`config.mk`:
```
export PLATFORM = sky130hd
export DESIGN_NAME = out_uart_tx_flat
export DESIGN_NICKNAME = d
export VERILOG_FILES = /design/src/rtl/out_uart_tx_if.sv /design/src/rtl/out_uart_tx.sv /design/src/flat_wrapper.sv
export SDC_FILE = /design/constraint.sdc
export NUM_CORES = 1
export LEC_CHECK = 0
export CELL_PAD_IN_SITES_DETAIL_PLACEMENT = 1
export CELL_PAD_IN_SITES_GLOBAL_PLACEMENT = 1
export CORE_ASPECT_RATIO = 0.8
export CORE_MARGIN = 2
export CORE_UTILIZATION = 39
export CTS_BUF_LIST = sky130_fd_sc_hd__clkbuf_8
export DETAILED_ROUTE_END_ITERATION = 8
export PLACE_DENSITY_LB_ADDON = 0.1
export SETUP_SLACK_MARGIN = 0.4
export SLEW_MARGIN = 40
export SYNTH_ARGS = -nofsm -noshare
export SYNTH_HDL_FRONTEND = slang
export SYNTH_SLANG_ARGS = --single-unit
```
`constraint.sdc`:
```
create_clock -name clk -period 3.6 [get_ports clk]
set_input_delay 0.36 -clock clk [delete_from_list [all_inputs] [get_ports clk]]
set_output_delay 0.36 -clock clk [all_outputs]
set_load 0.02 [all_outputs]
```
`src/rtl/out_uart_tx_if.sv`:
```
// Bus between the CPU OUT port and the UART transmitter: byte/strobe in, line and status out.
interface out_uart_tx_if #(
    parameter int unsigned FIFO_DEPTH = 8
);
    localparam int unsigned CNT_W = $clog2(FIFO_DEPTH) + 1;

    logic [7:0]       out_data;
    logic             out_strobe;
    logic             tx;
    logic             busy;
    logic             overflow;
    logic [CNT_W-1:0] fifo_count;

    modport master (
        output out_data, out_strobe,
        input  tx, busy, overflow, fifo_count
    );

    modport slave (
        input  out_data, out_strobe,
        output tx, busy, overflow, fifo_count
    );
endinterface

```
`src/rtl/out_uart_tx.sv`:
```
// Byte FIFO fed by the CPU OUT strobe, drained as 8N1 UART frames on a registered tx pin.
// Optional even-parity bit between data and stop when OUT_UART_PARITY_EN is defined.
module out_uart_tx #(
    parameter int unsigned CLKS_PER_BIT = 16,
    parameter int unsigned FIFO_DEPTH   = 8
) (
    input  logic         clk,
    input  logic         rst,
    out_uart_tx_if.slave bus
);
    localparam int unsigned PTR_W  = $clog2(FIFO_DEPTH);
    localparam int unsigned CNT_W  = PTR_W + 1;
    localparam int unsigned BAUD_W = $clog2(CLKS_PER_BIT);

    typedef enum logic [2:0] {
        ST_IDLE,
        ST_START,
        ST_DATA,
        ST_STOP
`ifdef OUT_UART_PARITY_EN
        , ST_PARITY
`endif
    } state_e;

    state_e            state_q, state_d;
    logic [BAUD_W-1:0] baud_q, baud_d;
    logic [2:0]        bit_q, bit_d;
    logic [7:0]        shift_q, shift_d;
    logic              tx_q, tx_d;
    logic              busy_q, busy_d;
    logic              overflow_q, overflow_d;
    logic [CNT_W-1:0]  count_q, count_d;
    logic [PTR_W-1:0]  wr_ptr_q, rd_ptr_q;
    logic [7:0]        mem_q [FIFO_DEPTH];
    logic              push, pop, baud_done;
`ifdef OUT_UART_PARITY_EN
    logic              parity_q, parity_d;
`endif

    assign baud_done = (baud_q == BAUD_W'(CLKS_PER_BIT - 1));

    // Next-state, FIFO bookkeeping and the registered line value
    always_comb begin
        state_d    = state_q;
        baud_d     = baud_q + BAUD_W'(1);
        bit_d      = bit_q;
        shift_d    = shift_q;
        pop        = 1'b0;
`ifdef OUT_UART_PARITY_EN
        parity_d   = parity_q;
`endif
        case (state_q)
            ST_IDLE: begin
                baud_d = '0;
                if (count_q != '0) begin
                    pop     = 1'b1;
                    shift_d = mem_q[rd_ptr_q];
                    bit_d   = '0;
                    state_d = ST_START;
`ifdef OUT_UART_PARITY_EN
                    parity_d = ^mem_q[rd_ptr_q];
`endif
                end
            end
            ST_START: begin
                if (baud_done) begin
                    baud_d  = '0;
                    state_d = ST_DATA;
                end
            end
            ST_DATA: begin
                if (baud_done) begin
                    baud_d = '0;
                    if (bit_q == 3'd7) begin
`ifdef OUT_UART_PARITY_EN
                        state_d = ST_PARITY;
`else
                        state_d = ST_STOP;
`endif
                    end else begin
                        shift_d = shift_q >> 1;
                        bit_d   = bit_q + 3'd1;
                    end
                end
            end
`ifdef OUT_UART_PARITY_EN
            ST_PARITY: begin
                if (baud_done) begin
                    baud_d  = '0;
                    state_d = ST_STOP;
                end
            end
`endif
            ST_STOP: begin
                if (baud_done) begin
                    baud_d  = '0;
                    state_d = ST_IDLE;
                end
            end
            default: begin
                baud_d  = '0;
                state_d = ST_IDLE;
            end
        endcase

        // A pop in the same cycle frees a slot, so a full FIFO still accepts
        push       = bus.out_strobe && ((count_q != CNT_W'(FIFO_DEPTH)) || pop);
        overflow_d = overflow_q || (bus.out_strobe && !push);
        count_d    = count_q + CNT_W'(push) - CNT_W'(pop);
        busy_d     = (state_d != ST_IDLE) || (count_d != '0);

        case (state_d)
            ST_START:  tx_d = 1'b0;
            ST_DATA:   tx_d = shift_d[0];
`ifdef OUT_UART_PARITY_EN
            ST_PARITY: tx_d = parity_d;
`endif
            default:   tx_d = 1'b1;
        endcase
    end

    always_ff @(posedge clk or posedge rst) begin
        if (rst) begin
            state_q    <= ST_IDLE;
            baud_q     <= '0;
            bit_q      <= '0;
            shift_q    <= '0;
            tx_q       <= 1'b1;
            busy_q     <= 1'b0;
            overflow_q <= 1'b0;
            count_q    <= '0;
            wr_ptr_q   <= '0;
            rd_ptr_q   <= '0;
`ifdef OUT_UART_PARITY_EN
            parity_q   <= 1'b0;
`endif
        end else begin
            state_q    <= state_d;
            baud_q     <= baud_d;
            bit_q      <= bit_d;
            shift_q    <= shift_d;
            tx_q       <= tx_d;
            busy_q     <= busy_d;
            overflow_q <= overflow_d;
            count_q    <= count_d;
            if (push) wr_ptr_q <= wr_ptr_q + PTR_W'(1);
            if (pop)  rd_ptr_q <= rd_ptr_q + PTR_W'(1);
`ifdef OUT_UART_PARITY_EN
            parity_q   <= parity_d;
`endif
        end
    end

    // Storage needs no reset; occupancy alone says what is valid
    always_ff @(posedge clk) begin
        if (push) mem_q[wr_ptr_q] <= bus.out_data;
    end

    assign bus.tx         = tx_q;
    assign bus.busy       = busy_q;
    assign bus.overflow   = overflow_q;
    assign bus.fifo_count = count_q;
endmodule

```
`src/flat_wrapper.sv`:
```
// flat-port wrapper written by rule: the top's interface ports become plain ports
module out_uart_tx_flat 
#(
    parameter int unsigned CLKS_PER_BIT = 16,
    parameter int unsigned FIFO_DEPTH   = 8
)
  (clk, rst, bus_out_data, bus_out_strobe, bus_tx, bus_busy, bus_overflow, bus_fifo_count);
  out_uart_tx_if #(.FIFO_DEPTH(FIFO_DEPTH)) bus_i ();
  input  logic clk;
  input  logic rst;
  input wire logic [$bits(bus_i.out_data)-1:0] bus_out_data;
  input wire logic [$bits(bus_i.out_strobe)-1:0] bus_out_strobe;
  output wire logic [$bits(bus_i.tx)-1:0] bus_tx;
  output wire logic [$bits(bus_i.busy)-1:0] bus_busy;
  output wire logic [$bits(bus_i.overflow)-1:0] bus_overflow;
  output wire logic [$bits(bus_i.fifo_count)-1:0] bus_fifo_count;
  assign bus_i.out_data = bus_out_data;
  assign bus_i.out_strobe = bus_out_strobe;
  assign bus_tx = bus_i.tx;
  assign bus_busy = bus_i.busy;
  assign bus_overflow = bus_i.overflow;
  assign bus_fifo_count = bus_i.fifo_count;
  out_uart_tx #(.CLKS_PER_BIT(CLKS_PER_BIT), .FIFO_DEPTH(FIFO_DEPTH)) u_core (.clk(clk), .rst(rst), .bus(bus_i));
endmodule
```
==> flow_summary.yaml, run 1 <==
timing:
  timing.fmax_mhz: 345
  period_share: 0.804
  report.final.slew_viol_count: 0
  skew_ns: 0.00501
  slew_headroom: 0.493
  setup_viol: 0
  period_needed_ns: 2.90
  tns_ns: 0
  worst_pin_slew_ns: 0.760
  finalHoldViolCount: 0
  rsz0062_at_grt: "false"
global_route:
  antenna_found_initial: 0
  grt_usage: 0.153
  grt_pass1_vias: 2163
  grt_pass1_wl_um: 12000
  grt_max_degree: 32
  grt-ovfl-total: 0
setup_path:
  end_kind: "flip-flop"
  cp.arrival_ns: 3.14
  critPathKind: "flip-flop to flip-flop"
  cp_data_required_time_ns: 3.84
  startpoint_type: "flip-flop"
  path_max_fanout: 5
final_layout:
  drive_above_1_share: 0.143
  fillCellCount: 989
  n_antenna_cell: 0
  syn2layout_area_growth_pct: 14.8
  fin_nets: 291
  multiInputGateArea_mm2: 0.00116
  design_area_mm2: 0.00455
  regArea_mm2: 0.00270
synth:
  synth_cells: 235
  avgSynthCellArea_um2: 16.9
  ys_ff_latch: 95
  synth_top_cell_by_area: "edfxtp_1"
  netlist.area_leader.share: 0.485
  synth_compound_area_frac: 0.0423
  synth-xor-area-share: 0.0177
  yosysMostFrequentCell: "edfxtp_1"
  synth.cell_area_mm2: 0.00396
  synthTopCellsByArea: "edfxtp_1, dfrtp_1, mux4_1"
  ys_seq_area_frac: 0.681
  synth_top_family_by_area: "multiplexers"
  synthArstFlopShare: 0.326
  ys_types: 44
  synth-adder-area-share: 0.0398
  synth_common_cells: "edfxtp_1, dfrtp_1, nor2_1"
  synth_edf_count: 64
  synth-simple-area-share: 0.0622
  yosys-mux-area-fraction: 0.128
  syn-num-nets: 258
  ys.warnings.count: 0
  synthFlopType: "edfxtp_1"
route:
  vias_per_cell: 4.93
  drtIter0Drc: 80
  wirelength_um: 7320
  wire_per_inst_um: 18.0
  vias: 2013
  drc: 0
  final_antenna_net_count: 0
  drt-pass1-iter-count: 4
die:
  rows: 32
  die_y_um: 94.2
  start_util: 0.406
  core_mm2: 0.00977
  dieArea_mm2: 0.0110
  dieWidth_um: 117
  io_pins: 18
power:
  ir_drop_mv: 0.386
  p_leak_nw: 1.74
  power_density_mw_per_mm2: 740
clocking:
  cts-buffers-inserted: 9
  path_clk_slew_ns: 0.08
  cts_root_buf: "clkbuf_8"
  clk_latency_ns: 0.36
  cts.sinks: 95
  cts_resized: 0
  cts_tree: "done"
  clockBufferDepth: 2
  postCtsSetupBuffers: 0
  htreeDepth: 3
  cts_hold_buf: 0
outcome:
  status: "completed"
worst_hold_path:
  hp-class: "input port to asynchronous set/reset pin"
placement:
  dpl_cell_area_mm2: 0.00433
  io_buffers: 17
  place_hpwl_um: 5050
  place_congestion: 0.701
flow_run:
  cap_viol_max_count: 0
[path summary, 6_finish.rpt]
path / from / endpoint / slack (ns) / cells after the start
hold reg to reg: u_core.baud_q[0] / u_core.baud_q[0] / 0.50 / 1
max in group asynchronous: rst / u_core.bus.tx / 2.89 / 3
hold / removal: rst / u_core.wr_ptr_q[0] / 0.38 / 3
min in group clk: u_core.baud_q[0] / u_core.baud_q[0] / 0.50 / 1
setup / recovery: u_core.state_q[2] / u_core.bus.busy / 0.70 / 12
setup reg to reg: u_core.state_q[2] / u_core.bus.busy / 0.70 / 12
[through the flow]
stage,utilization,worst slack [ns],hold WS [ns],power (mW),std cells
floorplan,-,0.871,0.457,2.34,235
global placement,0.444,0.715,0.467,2.65,393
global route,0.466,0.461,0.418,3.60,408
detailed placement,0.444,0.625,0.491,2.67,393
finish,0.466,0.705,0.375,3.37,408
CTS,0.465,0.605,0.386,3.42,408
[area by class of cell]
type | count | share of cell area
Clock buffer | 9 | 0.0272
Clock inverter | 6 | 0.0190
Inverter | 14 | 0.0116
Multi-Input combinational cell | 119 | 0.254
Sequential cell | 95 | 0.593
Tap cell | 136 | 0.0374
Timing Repair Buffer | 29 | 0.0572
[registers in the layout (all words and copies together), names as in the netlist]
name / flops
u_core.mem_q: 64
u_core.shift_q: 8
u_core.baud_q: 4
u_core.bus.fifo_count: 4
u_core.bit_q: 3
u_core.rd_ptr_q: 3
u_core.state_q: 3
u_core.wr_ptr_q: 3
u_core.bus.busy: 1
u_core.bus.overflow: 1
u_core.bus.tx: 1
[where the power goes]
group	switching (mW)	internal [mW]
registers	0.199	1.41
logic	0.495	0.524
clock network	0.352	0.386
[cell families (layout without fill, tap and decap cells)]
group | after synthesis | in the layout
DFF | 95 | 95
adders and majority gates | 12 | 12
xor gates and xnor gates | 8 | 8
and+or+nand+nor | 51 | 51
other | 1 | 1
muxes | 27 | 27
AOI/OAI and AO/OA | 20 | 20
buffers and inverters | 21 | 58
[layer usage]
metal | part of all wire | vias up | GRT usage
met5 | 0 | - | 0
met2 | 0.44 | 19 | 0.219
met3 | 0.032 | 9 | 0.0535
met4 | 0.0083 | 0 | 0.0324
met1 | 0.52 | 1021 | 0.224
li1 | - | 964 | -
[worst max-delay path: stages, from the launching register on]
cell     delay, ns
dfrtp_1       0.42
or3_1         0.44
a21o_1        0.20
inv_2         0.10
ha_1          0.23
inv_1         0.06
ha_1          0.15
inv_1         0.05
fa_1          0.47
inv_1         0.06
nor3_2        0.20
nand4_1       0.10
or3_1         0.30
[layout by cell type (no fill, tap or decap), types with 2 or more instances in the layout]
cell             count
nor2_1              18
and2_1               2
clkdlybuf4s50_1     17
or3_1                3
buf_4               12
clkinv_4             2
nand2b_1             3
a21oi_1              2
a21o_1               3
nand3_1              5
mux4_1               9
bufinv_16            2
nor3b_1              2
xnor2_1              6
mux2i_1              9
nand4_1              2
nand2_1              8
mux4_2               7
inv_1               13
clkbuf_8             9
nor3_1               3
a221o_1              6
ha_1                11
edfxtp_1            64
dfrtp_1             30
o21ai_0              2
xor2_1               2
(Power assumes the default switching activity.)
==> run 2, diff against run 1 <==
==> constraint.sdc (replaced) <==
create_clock -name clk -period 2.49 [get_ports clk]
set_input_delay 0.249 -clock clk [delete_from_list [all_inputs] [get_ports clk]]
set_output_delay 0.249 -clock clk [all_outputs]
set_load 0.02 [all_outputs]
==> run 2 against run 1 <==
Compared with the run above:
- the run now ends with negative setup slack left
- non-clock buffer count is 21 higher
- core utilization rose by 2.2 points
- fmax increased by 7.0%
==> flow_summary.yaml, run 2 (synthesis results as in run 1) <==
outcome:
  status: "finished, violations left"
  failed_checks: "negative setup slack"
setup_path:
  reg2reg_depth: 12
  cp.arrival_ns: 2.95
  r2r-start: "u_core.state_q[0]"
  r2r_setup_slack_ns: -0.22
  path_max_fanout: 2
  r2r-end: "u_core.bus.busy"
  cp_data_required_time_ns: 2.73
  end_kind: "flip-flop"
  startpoint_type: "flip-flop"
  startpoint: "u_core.state_q[0]"
  critPathKind: "flip-flop to flip-flop"
final_layout:
  multiInputGateArea_mm2: 0.00124
  post-route-util: 0.487
  fillCellCount: 962
  syn2layout_area_growth_pct: 20.1
  largest_register: "u_core.mem_q"
  fin_nets: 312
  final_cell_mix: "edfxtp_1, buf_4, dfrtp_1, nor2_1, clkdlybuf4s50_1"
  largest_register_ffs: 64
  largestRegisters: "u_core.mem_q: 64 flops, u_core.shift_q: 8 flops"
  n_antenna_cell: 0
  regArea_mm2: 0.00270
  drive_above_1_share: 0.247
  final_common_cell: "edfxtp_1"
clocking:
  cts_hold_buf: 0
  clockBufferDepth: 2
  cts_tree: "done"
  cts-buffers-inserted: 9
  htreeDepth: 3
  cts_root_buf: "clkbuf_8"
  clk_latency_ns: 0.36
  path_clk_slew_ns: 0.09
  cts.sinks: 95
timing:
  setup_viol: 1
  slew_headroom: 0.616
  tns_ns: -0.216
  period_share: 1.09
  fin_ws_ns: -0.216
  worst_pin_slew_ns: 0.576
  finalHoldViolCount: 0
  skew_ns: 0.00737
  timing.fmax_mhz: 370
  report.final.slew_viol_count: 0
  period_needed_ns: 2.71
  rsz0062_at_grt: "true"
die:
  io_pins: 18
  core_mm2: 0.00977
  die_y_um: 94.2
  rows: 32
  dieWidth_um: 117
  dieArea_mm2: 0.0110
  start_util: 0.406
placement:
  place_ws_ns: -0.298
  io_buffers: 17
  place_congestion: 0.681
  place_hpwl_um: 4870
power:
  seqPwrFrac: 0.431
  internal-power_mw: 3.53
  ir_drop_mv: 0.661
  p_leak_nw: 1.84
  power_density_mw_per_mm2: 1080
  power_switching_share: 0.316
  comb_power_share: 0.385
  p_clk_frac: 0.183
  p_switching_mw: 1.63
global_route:
  grt_pass1_wl_um: 11800
  grt-ovfl-total: 0
  grt_usage: 0.150
  grt_max_degree: 32
  grt_pass1_vias: 2130
  antenna_found_initial: 0
route:
  vias_per_cell: 4.96
  drc: 0
  final_antenna_net_count: 0
  wirelength_um: 7340
  drt-pass1-iter-count: 4
  vias: 2124
  drtIter0Drc: 72
  wire_per_inst_um: 17.2
worst_hold_path:
  hp-class: "input port to asynchronous set/reset pin"
flow_run:
  cap_viol_max_count: 0
==> run 2: layer usage <==
layer  vias to the layer above  GRT usage  wire (um)  part of all wire
met5                         -          0          0                 0
li1                       1002          -          -                 -
met4                         0     0.0529         75             0.010
met2                        32      0.210       3250              0.44
met3                         9     0.0406        277             0.038
met1                      1081      0.223       3740              0.51
==> run 2: area by class of cell <==
type	count	share of cell area
inverters	14	0.0110
well taps	136	0.0357
clock inverters	5	0.0108
repair buffers	50	0.0885
flip-flops and latches	95	0.567
clock buffers	9	0.0260
multi-input cells	119	0.261
==> run 2: worst max path at each step <==
stage	end	slack, ns	cells past startpoint
2_1_floorplan	u_core.bus.busy	-0.21	12
5_1_grt	u_core.bus.busy	-0.35	12
3_3_place_gp	u_core.bus.busy	-0.20	12
6_report	u_core.bus.busy	-0.22	12
4_1_cts	u_core.bus.busy	-0.23	12
3_5_place_dp	u_core.bus.busy	-0.30	12
==> run 2: power groups by stage <==
stage	clock network [mW]	logic [mW]	registers, mW
floorplan	0	1.19	2.27
global placement	0	1.79	2.25
detailed placement	0	1.80	2.26
CTS	0.987	1.85	2.23
global route	1.04	2.18	2.26
finish	0.946	1.99	2.23
==> run 2: through the flow <==
| stage | cells | area [um^2] | power [mW] | hold WS, ns |
|---|---|---|---|---|
| 2_1_floorplan | 235 | 4010 | 3.46 | 0.348 |
| 3_3_place_gp | 408 | 4500 | 4.05 | 0.473 |
| 3_5_place_dp | 408 | 4500 | 4.06 | 0.480 |
| 4_1_cts | 424 | 4700 | 5.07 | 0.272 |
| 5_1_grt | 428 | 4760 | 5.48 | 0.317 |
| 6_report | 428 | 4760 | 5.16 | 0.259 |
==> run 2: what timing repair did <==
action / in CTS / in global routing
pin swaps: 3 / 3
resized for setup: 3 / 6
buffers inserted: 2 / 4
gates cloned: 0 / 0
endpoints found under the setup margin: 3 / 7
==> run 2: worst max-delay path, stage by stage (launching register included) <==
cell     delay (ns)
dfrtp_1        0.39
or3_4          0.40
a21o_1         0.18
inv_2          0.07
ha_4           0.19
inv_2          0.06
ha_4           0.13
inv_2          0.04
fa_2           0.52
inv_2          0.05
nor3_4         0.16
nand4_1        0.10
or3_1          0.32
